$ cat src/rtl/seq_divider_if.sv
// Handshake bundle between the issue stage (master) and the sequential divider (slave).
// Operands travel with in_valid/in_ready; results with out_valid/out_ready.
interface seq_divider_if #(
  parameter int unsigned WIDTH = 32
);
  logic             in_valid;
  logic             in_ready;
  logic [WIDTH-1:0] dividend;
  logic [WIDTH-1:0] divisor;
  logic             out_valid;
  logic             out_ready;
  logic [WIDTH-1:0] quotient;
  logic [WIDTH-1:0] remainder;
  logic             div_by_zero;

  modport master (
    output in_valid, dividend, divisor, out_ready,
    input  in_ready, out_valid, quotient, remainder, div_by_zero
  );

  modport slave (
    input  in_valid, dividend, divisor, out_ready,
    output in_ready, out_valid, quotient, remainder, div_by_zero
  );
endinterface

$ cat src/rtl/seq_divider.sv
// Restoring unsigned divider: one quotient bit per cycle via a WIDTH+1-bit trial subtraction.
// Divide-by-zero short-circuits to DONE with quotient = all ones and remainder = dividend.
module seq_divider #(
  parameter int unsigned WIDTH = 32
) (
  input  logic         clk,
  input  logic         rst_n,
  seq_divider_if.slave bus
);

  localparam int unsigned    CW   = $clog2(WIDTH);
  localparam logic [CW-1:0]  LAST = CW'(WIDTH - 1);

  typedef enum logic [1:0] {
    IDLE = 2'd0,
    CALC = 2'd1,
    DONE = 2'd2
  } state_e;

  state_e           state_q, state_d;
  logic [CW-1:0]    cnt_q, cnt_d;
  logic [WIDTH-1:0] q_q, q_d;
  logic [WIDTH-1:0] rem_q, rem_d;
  logic             dbz_q, dbz_d;
  logic [WIDTH-1:0] divisor_q;

  logic             accept;
  logic [WIDTH:0]   shifted;
  logic [WIDTH:0]   trial;

  assign accept = (state_q == IDLE) && bus.in_valid;

  // Subtraction done as add-of-complement; trial[WIDTH] set means the subtraction borrowed.
  assign shifted = {rem_q, q_q[WIDTH-1]};
  assign trial   = shifted + {1'b1, ~divisor_q} + (WIDTH+1)'(1);

  always_comb begin
    // NOTE: every next-state signal defaults to its current value first, so no path leaves a latch.
    state_d = state_q;
    cnt_d   = cnt_q;
    q_d     = q_q;
    rem_d   = rem_q;
    dbz_d   = dbz_q;

    unique case (state_q)
      IDLE: begin
        if (bus.in_valid) begin
          cnt_d = '0;
          if (bus.divisor != '0) begin
            q_d     = bus.dividend;
            rem_d   = '0;
            dbz_d   = 1'b0;
            state_d = CALC;
          end else begin
            q_d     = '1;
            rem_d   = bus.dividend;
            dbz_d   = 1'b1;
            state_d = DONE;
          end
        end
      end

      CALC: begin
        if (!trial[WIDTH]) begin
          rem_d = trial[WIDTH-1:0];
          q_d   = {q_q[WIDTH-2:0], 1'b1};
        end else begin
          rem_d = shifted[WIDTH-1:0];
          q_d   = {q_q[WIDTH-2:0], 1'b0};
        end
        cnt_d = cnt_q + CW'(1);
        if (cnt_q == LAST) begin
          state_d = DONE;
        end
      end

      DONE: begin
        if (bus.out_ready) begin
          state_d = IDLE;
        end
      end

      default: state_d = IDLE;
    endcase
  end

  // NOTE: sequential state uses non-blocking assignments so every register sees pre-edge values.
  always_ff @(posedge clk) begin
    if (!rst_n) begin
      state_q <= IDLE;
      cnt_q   <= '0;
      q_q     <= '0;
      rem_q   <= '0;
      dbz_q   <= 1'b0;
    end else begin
      state_q <= state_d;
      cnt_q   <= cnt_d;
      q_q     <= q_d;
      rem_q   <= rem_d;
      dbz_q   <= dbz_d;
    end
  end

  // NOTE: the divisor copy is pure datapath, only read after a load, so it carries no reset.
  always_ff @(posedge clk) begin
    if (accept) begin
      divisor_q <= bus.divisor;
    end
  end

  assign bus.in_ready    = (state_q == IDLE);
  assign bus.out_valid   = (state_q == DONE);
  assign bus.quotient    = q_q;
  assign bus.remainder   = rem_q;
  assign bus.div_by_zero = dbz_q;

endmodule
$ cat src/flat_wrapper.sv
// flat-port wrapper written by rule: the top's interface ports become plain ports
module seq_divider_flat 
#(
  parameter int unsigned WIDTH = 32
)
  (clk, rst_n, bus_in_valid, bus_dividend, bus_divisor, bus_out_ready, bus_in_ready, bus_out_valid, bus_quotient, bus_remainder, bus_div_by_zero);
  seq_divider_if #(.WIDTH(WIDTH)) bus_i ();
  input  logic clk;
  input  logic rst_n;
  input wire logic [$bits(bus_i.in_valid)-1:0] bus_in_valid;
  input wire logic [$bits(bus_i.dividend)-1:0] bus_dividend;
  input wire logic [$bits(bus_i.divisor)-1:0] bus_divisor;
  input wire logic [$bits(bus_i.out_ready)-1:0] bus_out_ready;
  output wire logic [$bits(bus_i.in_ready)-1:0] bus_in_ready;
  output wire logic [$bits(bus_i.out_valid)-1:0] bus_out_valid;
  output wire logic [$bits(bus_i.quotient)-1:0] bus_quotient;
  output wire logic [$bits(bus_i.remainder)-1:0] bus_remainder;
  output wire logic [$bits(bus_i.div_by_zero)-1:0] bus_div_by_zero;
  assign bus_i.in_valid = bus_in_valid;
  assign bus_i.dividend = bus_dividend;
  assign bus_i.divisor = bus_divisor;
  assign bus_i.out_ready = bus_out_ready;
  assign bus_in_ready = bus_i.in_ready;
  assign bus_out_valid = bus_i.out_valid;
  assign bus_quotient = bus_i.quotient;
  assign bus_remainder = bus_i.remainder;
  assign bus_div_by_zero = bus_i.div_by_zero;
  seq_divider #(.WIDTH(WIDTH)) u_core (.clk(clk), .rst_n(rst_n), .bus(bus_i));
endmodule
$ cat config.mk
export PLATFORM = sky130hd
export DESIGN_NAME = seq_divider_flat
export DESIGN_NICKNAME = d
export VERILOG_FILES = /design/src/rtl/seq_divider_if.sv /design/src/rtl/seq_divider.sv /design/src/flat_wrapper.sv
export SDC_FILE = /design/constraint.sdc
export NUM_CORES = 1
export LEC_CHECK = 0
export CORE_AREA = 2 2 128 130
export DETAILED_ROUTE_END_ITERATION = 10
export DIE_AREA = 0 0 130 132
export PLACE_DENSITY_LB_ADDON = 0.15
export SLEW_MARGIN = 20
export SYNTH_ARGS = -nofsm -noshare
export SYNTH_HDL_FRONTEND = slang
export SYNTH_SLANG_ARGS = --single-unit
$ cat constraint.sdc
create_clock -name clk -period 4.1 [get_ports clk]
set_input_delay 0.82 -clock clk [delete_from_list [all_inputs] [get_ports clk]]
set_output_delay 0.82 -clock clk [all_outputs]
set_load 0.005 [all_outputs]
Word level (Yosys, flattened, before mapping) --
Index checks and enable logic that the tools add are counted.
Storage, ports and cells: bits in writable memories 0, bits in latches 0, output and inout bits 67, memories kept 0, bits in read-only memories 0, bits in registers 104
Cells by class: eq/ne operators 6, bitwise operators 1, divide/modulo/power cells 0, add/sub/neg operators 3, reductions and logical operators 7, muxes and demuxes 16, shifts and indexed selects 0, order comparisons 0, multipliers 0
Operator list (number):
- 32-bit 2-to-1 mux | 5
- 32-bit case mux with 2 select lines | 2
- 33-bit by 1-bit adder with 33-bit output, second input constant | 1
- 33-bit adder | 1
- 32-bit inverter | 1
- 32-bit nonzero test | 1
- 5-bit case mux with 2 select lines | 1
- 2-bit 2-to-1 mux | 4
- 2-bit case mux with 3 select lines | 1
- 5-bit by 1-bit adder with 5-bit output, second input constant | 1
- 5-bit == test, second input constant | 1
- 5-bit 2-to-1 mux | 1
- 2-bit inequality test, second input constant | 2
- 2-bit AND reduction | 2
- 3-bit AND reduction | 1
- 2-bit by 1-bit == test with 1-bit output, second input constant | 1
- 2-bit == test, second input constant | 1
- 2-bit zero test | 1
- 1-bit 2-to-1 mux | 2
- 2-bit by 1-bit inequality test with 1-bit output, second input constant | 1
- 2-bit nonzero test | 1
- 1-bit logical AND | 1

Longest topological paths before layout --
Gate-level depths: netlist of the first run.
depth after elaboration 5, depth in mapped cells 13, depth with buffers taken out 12

Least setup slack after synthesis of the first run --
No wires, ideal clock.
path kind register -> register, start register u_core.rem_q[26], in the netlist u_core.bus.remainder[26], end register u_core.rem_q[31], in the netlist u_core.bus.remainder[31], period minus slack after synthesis 2978 ps, data arrival time 2918 ps, stages on the path, launching flop included 11, required time 4040 ps, setup time 60 ps, slack 1122 ps, buffers on the path 0, cell sequence dfxtp_1 > ha_1 > a2111oi_0 > o21ai_0 > a31o_2 > a21oi_1 > mux2i_1 > o21ai_2 > or4_1 > mux2_2 > nand2_1
Between the ends: word-level cells in the longest chain between the ends 4
RTL lines:
- from (decl) | RTL line seq_divider.sv:23 | logic [WIDTH-1:0] rem_q, rem_d;
- from (signal assigned) | RTL line seq_divider.sv:99 | rem_q <= rem_d;
- 33-bit adder | RTL line seq_divider.sv:35 | assign trial = shifted + {1'b1, ~divisor_q} + (WIDTH+1)'(1);
- 33-bit by 1-bit adder with 33-bit output | RTL line seq_divider.sv:35
- 32-bit 2-to-1 mux | RTL line seq_divider.sv:64 | if (!trial[WIDTH]) begin
- 32-bit case mux with 2 select lines | RTL line seq_divider.sv:45 | unique case (state_q)
No other way between the ends. A chain may end at the register's enable or synchronous reset.

Worst setup path in the final report of the first run --
start register u_core.rem_q[26], in the netlist u_core.bus.remainder[26], end register u_core.rem_q[23], in the netlist u_core.bus.remainder[23]
Same word-level chain as after synthesis.

==> results of run 1 <==
==> worst max path at each step <==
stage	endpoint
after floorplan	u_core.bus.remainder[31]
after global placement	u_core.bus.quotient[31]
after global routing	u_core.bus.remainder[23]
after detailed placement	u_core.bus.quotient[31]
after CTS	u_core.bus.remainder[23]
final	u_core.bus.remainder[23]
==> critical path, stage by stage, from the launching register on <==
cell	delay [ns]
dfxtp_1	0.34
ha_1	0.38
a2111oi_0	0.38
o21ai_0	0.16
a31o_2	0.28
a21oi_1	0.35
mux2i_1	0.31
o21ai_2	0.18
nor2_4	0.36
buf_4	0.26
nand2_1	0.07
a221oi_1	0.28
==> registers in the layout, summed over array words and instances, names as in the netlist <==
| signal | count |
|---|---|
| u_core.cnt_q | 5 |
| u_core.bus.quotient | 32 |
| u_core.bus.div_by_zero | 1 |
| u_core.divisor_q | 32 |
| u_core.state_q | 2 |
| u_core.bus.remainder | 32 |
==> logic make-up after synthesis <==
| kind of cell | count (synthesis) | synth area share [%] |
|---|---|---|
| AND/OR/NAND/NOR | 265 | 19.9 |
| AO/OA/AOI/OAI | 254 | 24.5 |
| flip-flops | 104 | 38.0 |
| buffers and inverters | 92 | 5.63 |
| adder cells (fa/ha/maj) | 35 | 7.04 |
| XOR/XNOR | 25 | 3.46 |
| multiplexers | 9 | 1.44 |
==> area by class of cell <==
cell class	count	area, sq um	share of cell area, %
Multi-Input combinational cell	588	3580	43.6
Clock inverter	7	88.8	1.08
Inverter	43	161	1.97
Timing Repair Buffer	152	1480	18.0
Clock buffer	9	225	2.74
Sequential cell	104	2400	29.3
Tap cell	216	270	3.29
==> Yosys cell counts (3+ instances only) <==
cell,instances
o22ai_1,5
a221oi_1,7
nor2b_1,7
nor4_1,11
o221ai_1,4
nand2_1,53
a31oi_1,16
xnor2_1,18
xor2_1,7
inv_1,42
o21ai_0,72
a221o_1,3
nor2_1,60
edfxtp_1,32
o31ai_1,3
buf_2,3
o211ai_1,3
ha_1,34
a21oi_1,87
and3_1,17
mux2i_1,8
nand3_1,29
nand2b_1,4
nor3_1,67
a21o_1,14
clkbuf_1,43
o21a_1,7
nand4_1,7
a211oi_1,6
or3_1,4
dfxtp_1,72
==> layer usage <==
layer / global-route usage (%) / vias to the layer above / share of wire (%)
met4: 6.33 / 0 / 1.4
met5: 0 / - / 0
met3: 2.88 / 20 / 7.2
met1: 36.3 / 3043 / 47
li1: - / 3120 / -
met2: 34.8 / 263 / 44
==> power breakdown <==
part	internal, mW	switching, mW
clock	0.489	0.447
combinational	0.341	0.389
sequential	1.14	0.0673
total	1.97	0.903
==> per-stage QoR <==
stage / instance area, sq um / std cells / total power, mW / utilization [%]
after floorplan: 6330 / 784 / 1.63 / -
after global placement: 7890 / 1103 / 1.94 / 50.2
after detailed placement: 7890 / 1103 / 1.95 / 50.2
after CTS: 8210 / 1119 / 2.88 / 52.2
after global routing: 8210 / 1119 / 3.01 / 52.2
final: 8210 / 1119 / 2.87 / 52.2
==> out/metrics.cfg, run 1 <==
[outcome]
status=complete, no violations

[clock_network]
clk_latency_ns=0.36
hold_buffers=0
clkSinkCount=104
ctsResizeCount=0
cts_tree=done
cts_inserted_buffers=9
htreeDepth=3
cts-root-buf=clkbuf_16
clk_pin_slew_ns=0.08
cts.path.max_buffers=2
cts_setup_buffers=0

[floorplan]
io_pins=135
dieArea_sq_um=17200
die_x_um=130
die_height_um=132
coreArea_sq_um=15700
start_util_pct=40.3
row_count=46

[timing]
hold_ws_ns=0.468
rsz0062_at_grt=no
tns_ns=0
maxSlewViolCount=0
max_freq_mhz=289
finalHoldViolCount=0
worst_pin_slew_ns=1.05
fin_worst_skew_ns=0.00961
finalWorstSetupSlack_ns=0.642
min_period_over_period_pct=84.3
min_period_ns=3.46
setup_viol=0
slew_headroom_pct=29.5

[yosys]
ys_types=61
synth_edf_count=32
synth_warnings=0
avgSynthCellArea_sq_um=8.07
synth-seq-cells=104
ys_dominant_reg_cell=dfxtp_1
synth.area.top_cells=dfxtp_1, edfxtp_1, a21oi_1, ha_1, o21ai_0
ys_seq_area_share_pct=38.0
synthesis.area_sq_um=6330
synth_top_area_share_pct=22.8
synth_top_area_cell=dfxtp_1
syn_inst=784
syn_nets=887
synthArstFlopShare_pct=0

[detailed_routing]
wl_mm=20.4
vias_per_cell=5.76
ant_nets=0
drc=0
vias=6446
drtPass1Iterations=7
routedWlPerCell_um=18.2
drt-initial-drc-count=657

[pwr]
vdd_drop_max_uv=195
p_leak_nw=3.19
p_per_area_nw_per_um2=350

[layout]
antenna_cells=0
final_common_cell=clkdlybuf4s50_1
n_fill_cell=1508
final_cell_mix=clkdlybuf4s50_1, a21oi_1, o21ai_0, dfxtp_1, nor3_1
finish.net_count=1001
area_growth_pct=29.7
drive_gt1_share_pct=5.43

[job]
cap_violations=0

[global_routing]
antenna_found_initial=0
grt_max_degree=57
grt_pass1_vias=5918
grt_overflow=0
grt_first_pass_wirelength_mm=32.1
grt.total_usage_pct=23.6

[worst_setup_path]
r2r_setup_slack_ns=0.64
worstPathRequired_ns=4.35
reg2reg_depth=11
setup.worst_path.class=flop to flop
arrival_ns=3.71
critPathLaunchType=flop
worst_setup_path_end_kind=flop
startpoint=u_core.bus.remainder[26]
path_max_fanout=13
r2r-end=u_core.bus.remainder[23]
r2r-start=u_core.bus.remainder[26]

[hold_path]
hp-start=u_core.bus.div_by_zero
min_path_type=flop to flop
min_to=u_core.bus.div_by_zero
min_path_cells=2

[place]
io_buffers=134
pre_cts_ws_ns=0.641
dp_hpwl_mm=15.2
place.gp.congestion=0.925

(Power assumes the default switching activity.)
==> run 2: changes to the inputs <==
Clock period 4.1 ns to 3.2 ns, I/O delays scaled along.
==> out/metrics.cfg, run 2 (same netlist as run 1, synthesis figures left out) <==
[outcome]
status=complete, no violations

[worst_setup_path]
crit_chain=inv_2 -> ha_4 -> nor2b_1 -> o2111a_1 -> or3_4 -> a21oi_4 -> a21oi_2 -> a221o_2 -> or4_4 -> mux2_2 -> nand2_1
r2r-end=u_core.bus.remainder[31]
cpPeakStageDelay_ns=0.48  ; +0.10 ns
path_max_fanout=4  ; -9
reg2reg_depth=11  ; unchanged
crit_slowest_cell=or4_4
r2r-start=u_core.divisor_q[2]
critPathLaunchType=flop
setup.worst_path.class=flop to flop
worst_setup_path_end_kind=flop
arrival_ns=3.40  ; -0.31 ns
worstPathRequired_ns=3.51  ; -0.84 ns
r2r_setup_slack_ns=0.11  ; -0.53 ns

[pwr]
swShare_pct=31.0  ; -0.41 points
vdd_drop_max_uv=271  ; +39%
p_int_mw=2.50  ; +27%
power_mw=3.63  ; +26%
p_per_area_nw_per_um2=423  ; +21%
p_comb_share_pct=28.0  ; +2.6 points
p_leak_nw=3.37  ; +5.8%
p_sw_mw=1.13  ; +25%
pwr-share-clk_pct=29.6  ; -3.0 points
seqPwrFrac_pct=42.4  ; +0.4 points

[global_routing]
grt_first_pass_wirelength_mm=32.4  ; +1.1%
grt_max_degree=62  ; +8.8%
grt_pass1_vias=6124  ; +3.5%
antenna_found_initial=0  ; unchanged
grt.total_usage_pct=23.8  ; +0.14 points
grt_overflow=0  ; unchanged

[detailed_routing]
drtPass1Iterations=5  ; -2
drt-initial-drc-count=500  ; -24%
drc=0  ; unchanged
routedWlPerCell_um=17.9  ; -1.3%
vias=6546  ; +1.6%
wl_met2_mm=8.92  ; -0.46%
wl_met3_mm=1.36  ; -7.6%
vias_per_cell=5.67  ; -1.5%
ant_nets=0  ; unchanged
dr.max_layer_used=met4
wl_mm=20.7  ; +1.7%
drt-met1-wl_mm=9.98  ; +3.5%

[timing]
finalWorstSetupSlack_ns=0.109  ; -0.534 ns
worst_pin_slew_ns=0.578  ; -0.476 ns
hold_ws_ns=0.485  ; +0.0164 ns
fin_worst_skew_ns=0.00759  ; -0.00202 ns
maxSlewViolCount=0  ; unchanged
min_period_ns=3.09  ; -0.366 ns
min_period_over_period_pct=96.6  ; +12 points
max_freq_mhz=324  ; +12%
finalHoldViolCount=0  ; unchanged
slew_headroom_pct=61.2  ; +32 points
setup_viol=0  ; unchanged

[clock_network]
cts_tree=done
cts.path.max_buffers=2  ; unchanged
cts_inserted_buffers=9  ; unchanged
clk_pin_slew_ns=0.07  ; about the same
htreeDepth=3  ; unchanged
clkSinkCount=104  ; unchanged
cts-root-buf=clkbuf_16
clk_latency_ns=0.36  ; about the same

[floorplan]
die_height_um=132  ; unchanged
start_util_pct=40.3  ; unchanged
die_x_um=130  ; unchanged
row_count=46  ; unchanged
coreArea_sq_um=15700  ; unchanged
dieArea_sq_um=17200  ; unchanged
io_pins=135  ; unchanged

[hold_path]
hp-start=u_core.cnt_q[4]
min_path_type=flop to flop
min_to=u_core.cnt_q[4]
min_path_cells=2  ; unchanged

[layout]
antenna_cells=0  ; unchanged
n_fill_cell=1472  ; -2.4%
multiInputGateArea_sq_um=3670  ; +2.6%
drive_gt1_share_pct=10.2  ; +4.8 points
final_common_cell=clkdlybuf4s50_1
final_cell_mix=clkdlybuf4s50_1, a21oi_1, dfxtp_1
ff_latch_area_sq_um=2400  ; about the same
finish.utilization_pct=54.6  ; +2.3 points
area_growth_pct=35.4
finish.net_count=1036  ; +3.5%

[job]
cap_violations=0  ; unchanged

[place]
place.gp.congestion=0.925  ; about the same
dp_hpwl_mm=15.7  ; +3.5%
pre_cts_ws_ns=0.0736  ; -0.568 ns
io_buffers=134  ; unchanged

run 2: power by group through the flow:
stage	Combinational [mW]	Sequential [mW]	Clock, mW
floorplan	0.531	1.55	0
global placement	0.973	1.56	0
detailed placement	0.984	1.56	0
CTS	0.990	1.53	1.10
global route	1.11	1.55	1.14
finish	1.02	1.54	1.07
run 2: metal layers:
metal / vias up / global-route usage, %
met3: 36 / 3.61
met5: - / 0
met4: 0 / 8.96
met2: 260 / 34.6
met1: 3075 / 35.3
li1: 3175 / -
run 2: worst max path at each step:
stage	start	to	slack [ns]	cells past startpoint
2_1_floorplan	u_core.bus.remainder[26]	u_core.bus.remainder[31]	0.22	10
3_3_place_gp	u_core.divisor_q[2]	u_core.bus.remainder[31]	0.20	11
3_5_place_dp	u_core.divisor_q[27]	u_core.bus.remainder[31]	0.07	11
4_1_cts	u_core.divisor_q[27]	u_core.bus.remainder[31]	0.04	11
5_1_grt	u_core.bus.quotient[31]	u_core.bus.remainder[31]	-0.006	12
6_report	u_core.divisor_q[2]	u_core.bus.remainder[31]	0.11	11
run 2: final cells by class:
type	count	share of cell area, %
Clock buffer	12	2.88
Multi-Input combinational cell	588	42.9
Tap cell	216	3.15
Inverter	43	1.88
Timing Repair Buffer	187	20.9
Clock inverter	4	0.321
Sequential cell	104	28.0
run 2: critical path: cells and delay by family, from the launching register on:
| family | cells | cell delay [ns] |
|---|---|---|
| AND/OR/NAND/NOR | 4 | 1.08 |
| multiplexers | 1 | 0.28 |
| buffers and inverters | 1 | 0.08 |
| AO/OA/AOI/OAI | 4 | 1.01 |
| flip-flops | 1 | 0.38 |
| adder cells (fa/ha/maj) | 1 | 0.20 |
run 2: through the flow:
stage	setup TNS (ns)	cells	instance area [sq um]
final	0	1154	8570
after global placement	0	1137	8200
after detailed placement	0	1137	8200
after global routing	-0.00867	1154	8570
after CTS	0	1153	8470
after floorplan	0	784	6330
run 2: repair_timing:
action	in CTS	in global routing
buffers inserted	0	1
endpoints found under the hold margin	0	0
resized for setup	0	22
hold buffers	0	0
endpoints found under the setup margin	0	25
==> run 3: changes to the inputs <==
Clock period 3.2 ns to 3 ns, I/O delays scaled along.
==> out/metrics.cfg, run 3 (same netlist as run 1, synthesis figures left out) <==
[global_routing]
grt_first_pass_wirelength_mm=33.4  ; +2.9%
grt_util_met2_pct=36.4  ; +1.9 points
antenna_found_initial=0  ; unchanged
grt_max_degree=80  ; +29%
grt_overflow=0  ; unchanged
grt_pass1_vias=6339  ; +3.5%
grt_util_met1_pct=36.7  ; +1.4 points
grt.total_usage_pct=24.6  ; +0.78 points
grt.busiest_layer=met1
use_met3_pct=3.13  ; -0.49 points

[worst_setup_path]
critPathLaunchType=flop
r2r_setup_slack_ns=0.04  ; -0.07 ns
arrival_ns=3.23  ; -0.17 ns
setup.worst_path.class=flop to flop
worstPathRequired_ns=3.27  ; -0.24 ns
worst_setup_path_end_kind=flop
path_max_fanout=7  ; +3

[hold_path]
min_path_type=flop to flop

[detailed_routing]
drc=0  ; unchanged
vias_per_cell=5.70  ; +0.42%
drtPass1Iterations=6  ; +1
routedWlPerCell_um=18.2  ; +1.3%
vias=6767  ; +3.4%
wl_mm=21.6  ; +4.3%
drt-initial-drc-count=656  ; +31%
ant_nets=0  ; unchanged

[layout]
fin_area_sq_um=8970  ; +4.6%
drive_gt1_share_pct=15.2  ; +5.0 points
area_growth_pct=41.7
final_common_cell=clkdlybuf4s50_1
final_cell_mix=clkdlybuf4s50_1, a21oi_1, buf_4
ff_latch_area_sq_um=2400  ; about the same
multiInputGateArea_sq_um=3780  ; +3.0%
n_fill_cell=1427  ; -3.1%
finish.net_count=1070  ; +3.3%
final_cells=1188  ; +2.9%
antenna_cells=0  ; unchanged

[floorplan]
coreArea_sq_um=15700  ; unchanged
start_util_pct=40.3  ; unchanged
die_height_um=132  ; unchanged
io_pins=135  ; unchanged
row_count=46  ; unchanged
dieArea_sq_um=17200  ; unchanged
die_x_um=130  ; unchanged

[timing]
max_freq_mhz=338  ; +4.5%
setup_viol=0  ; unchanged
finalHoldViolCount=0  ; unchanged
worst_pin_slew_ns=0.564  ; -0.0141 ns
min_period_over_period_pct=98.6  ; +2.0 points
tns_ns=0  ; unchanged
rsz0062_at_grt=yes
min_period_ns=2.96  ; -0.133 ns
hold_ws_ns=0.482  ; -0.00264 ns
maxSlewViolCount=0  ; unchanged
slew_headroom_pct=62.2  ; +0.95 points
fin_worst_skew_ns=0.0111  ; +0.00349 ns

[pwr]
vdd_drop_max_uv=270  ; -0.45%
power_mw=3.97  ; +9.5%
p_leak_nw=3.56  ; +5.5%
seqPwrFrac_pct=41.2  ; -1.2 points
p_int_mw=2.70  ; +8.0%
p_comb_share_pct=29.4  ; +1.4 points
pwr-share-clk_pct=29.5  ; about the same
p_per_area_nw_per_um2=443  ; +4.7%
p_sw_mw=1.27  ; +13%
swShare_pct=31.9  ; +0.90 points

[outcome]
status=complete, no violations

[clock_network]
clk_latency_ns=0.36  ; about the same
cts_inserted_buffers=9  ; unchanged
hold_buffers=0  ; unchanged
cts-root-buf=clkbuf_16
clkSinkCount=104  ; unchanged
cts.path.max_buffers=2  ; unchanged
cts_tree=done
clk_pin_slew_ns=0.08  ; about the same
htreeDepth=3  ; unchanged

[place]
dp_hpwl_mm=16.2  ; +3.5%
io_buffers=134  ; unchanged
dp.cells=1166  ; +2.6%
dpl_cell_area_sq_um=8400  ; +2.5%
place.gp.congestion=0.938  ; +1.4%

[job]
cap_violations=0  ; unchanged

==> run 3: cell count changes in the layout (fill, tap and decap cells not counted), sizes merged <==
cell	delta
clkinvlp	+2
clkbuf	-1
buf	+33
==> run 3: worst max-delay path, stage by stage (launching register included) <==
cell and delay [ns]:
edfxtp_1 0.38, ha_4 0.15, fa_2 0.21, nor2b_2 0.05, o2111a_1 0.26, or3_1 0.33, a21oi_2 0.20, a21oi_2 0.10
a221o_2 0.41, nor2_4 0.17, buf_6 0.16, buf_6 0.11, o211ai_1 0.09, a21oi_2 0.23
==> run 3: what timing repair did <==
item,4_1_cts,5_1_grt
pin swaps,5,18
resized for setup,6,42
buffers inserted,0,5
hold endpoints to repair,0,0
endpoints found under the setup margin,19,28
gates cloned,0,1
==> run 3: worst paths after layout <==
check,cells past startpoint,from,endpoint
min,2,u_core.cnt_q[4],u_core.cnt_q[4]
min reg2reg,2,u_core.cnt_q[4],u_core.cnt_q[4]
max reg2reg,13,u_core.divisor_q[0],u_core.bus.remainder[13]
max,13,u_core.divisor_q[0],u_core.bus.remainder[13]
==> run 3: power by group through the flow <==
stage / Combinational (mW) / Clock, mW / Sequential [mW]
global placement: 1.08 / 0 / 1.66
floorplan: 0.567 / 0 / 1.65
finish: 1.17 / 1.17 / 1.64
CTS: 1.11 / 1.18 / 1.63
global route: 1.27 / 1.26 / 1.65
detailed placement: 1.10 / 0 / 1.66
==> run 3: final cells by class <==
type	instances	area share, %
Inverter	43	1.80
Clock buffer	10	2.55
Tap cell	216	3.01
Sequential cell	104	26.8
Clock inverter	6	0.586
Timing Repair Buffer	221	23.0
Multi-Input combinational cell	588	42.2
==> run 3: routing by layer <==
| layer | vias up | part of all wire [%] | wire [um] |
|---|---|---|---|
| met4 | 0 | 2.2 | 472 |
| met3 | 37 | 6.6 | 1430 |
| met5 | - | 0 | 0 |
| met2 | 293 | 44 | 9460 |
| li1 | 3249 | - | - |
| met1 | 3188 | 47 | 10200 |
==> run 3: per-stage QoR <==
stage	utilization [%]	setup WS, ns
floorplan	-	0.0216
global placement	53.5	0.0131
detailed placement	53.5	-0.0916
CTS	55.4	-0.0260
global route	57.1	-0.0764
finish	57.1	0.0423
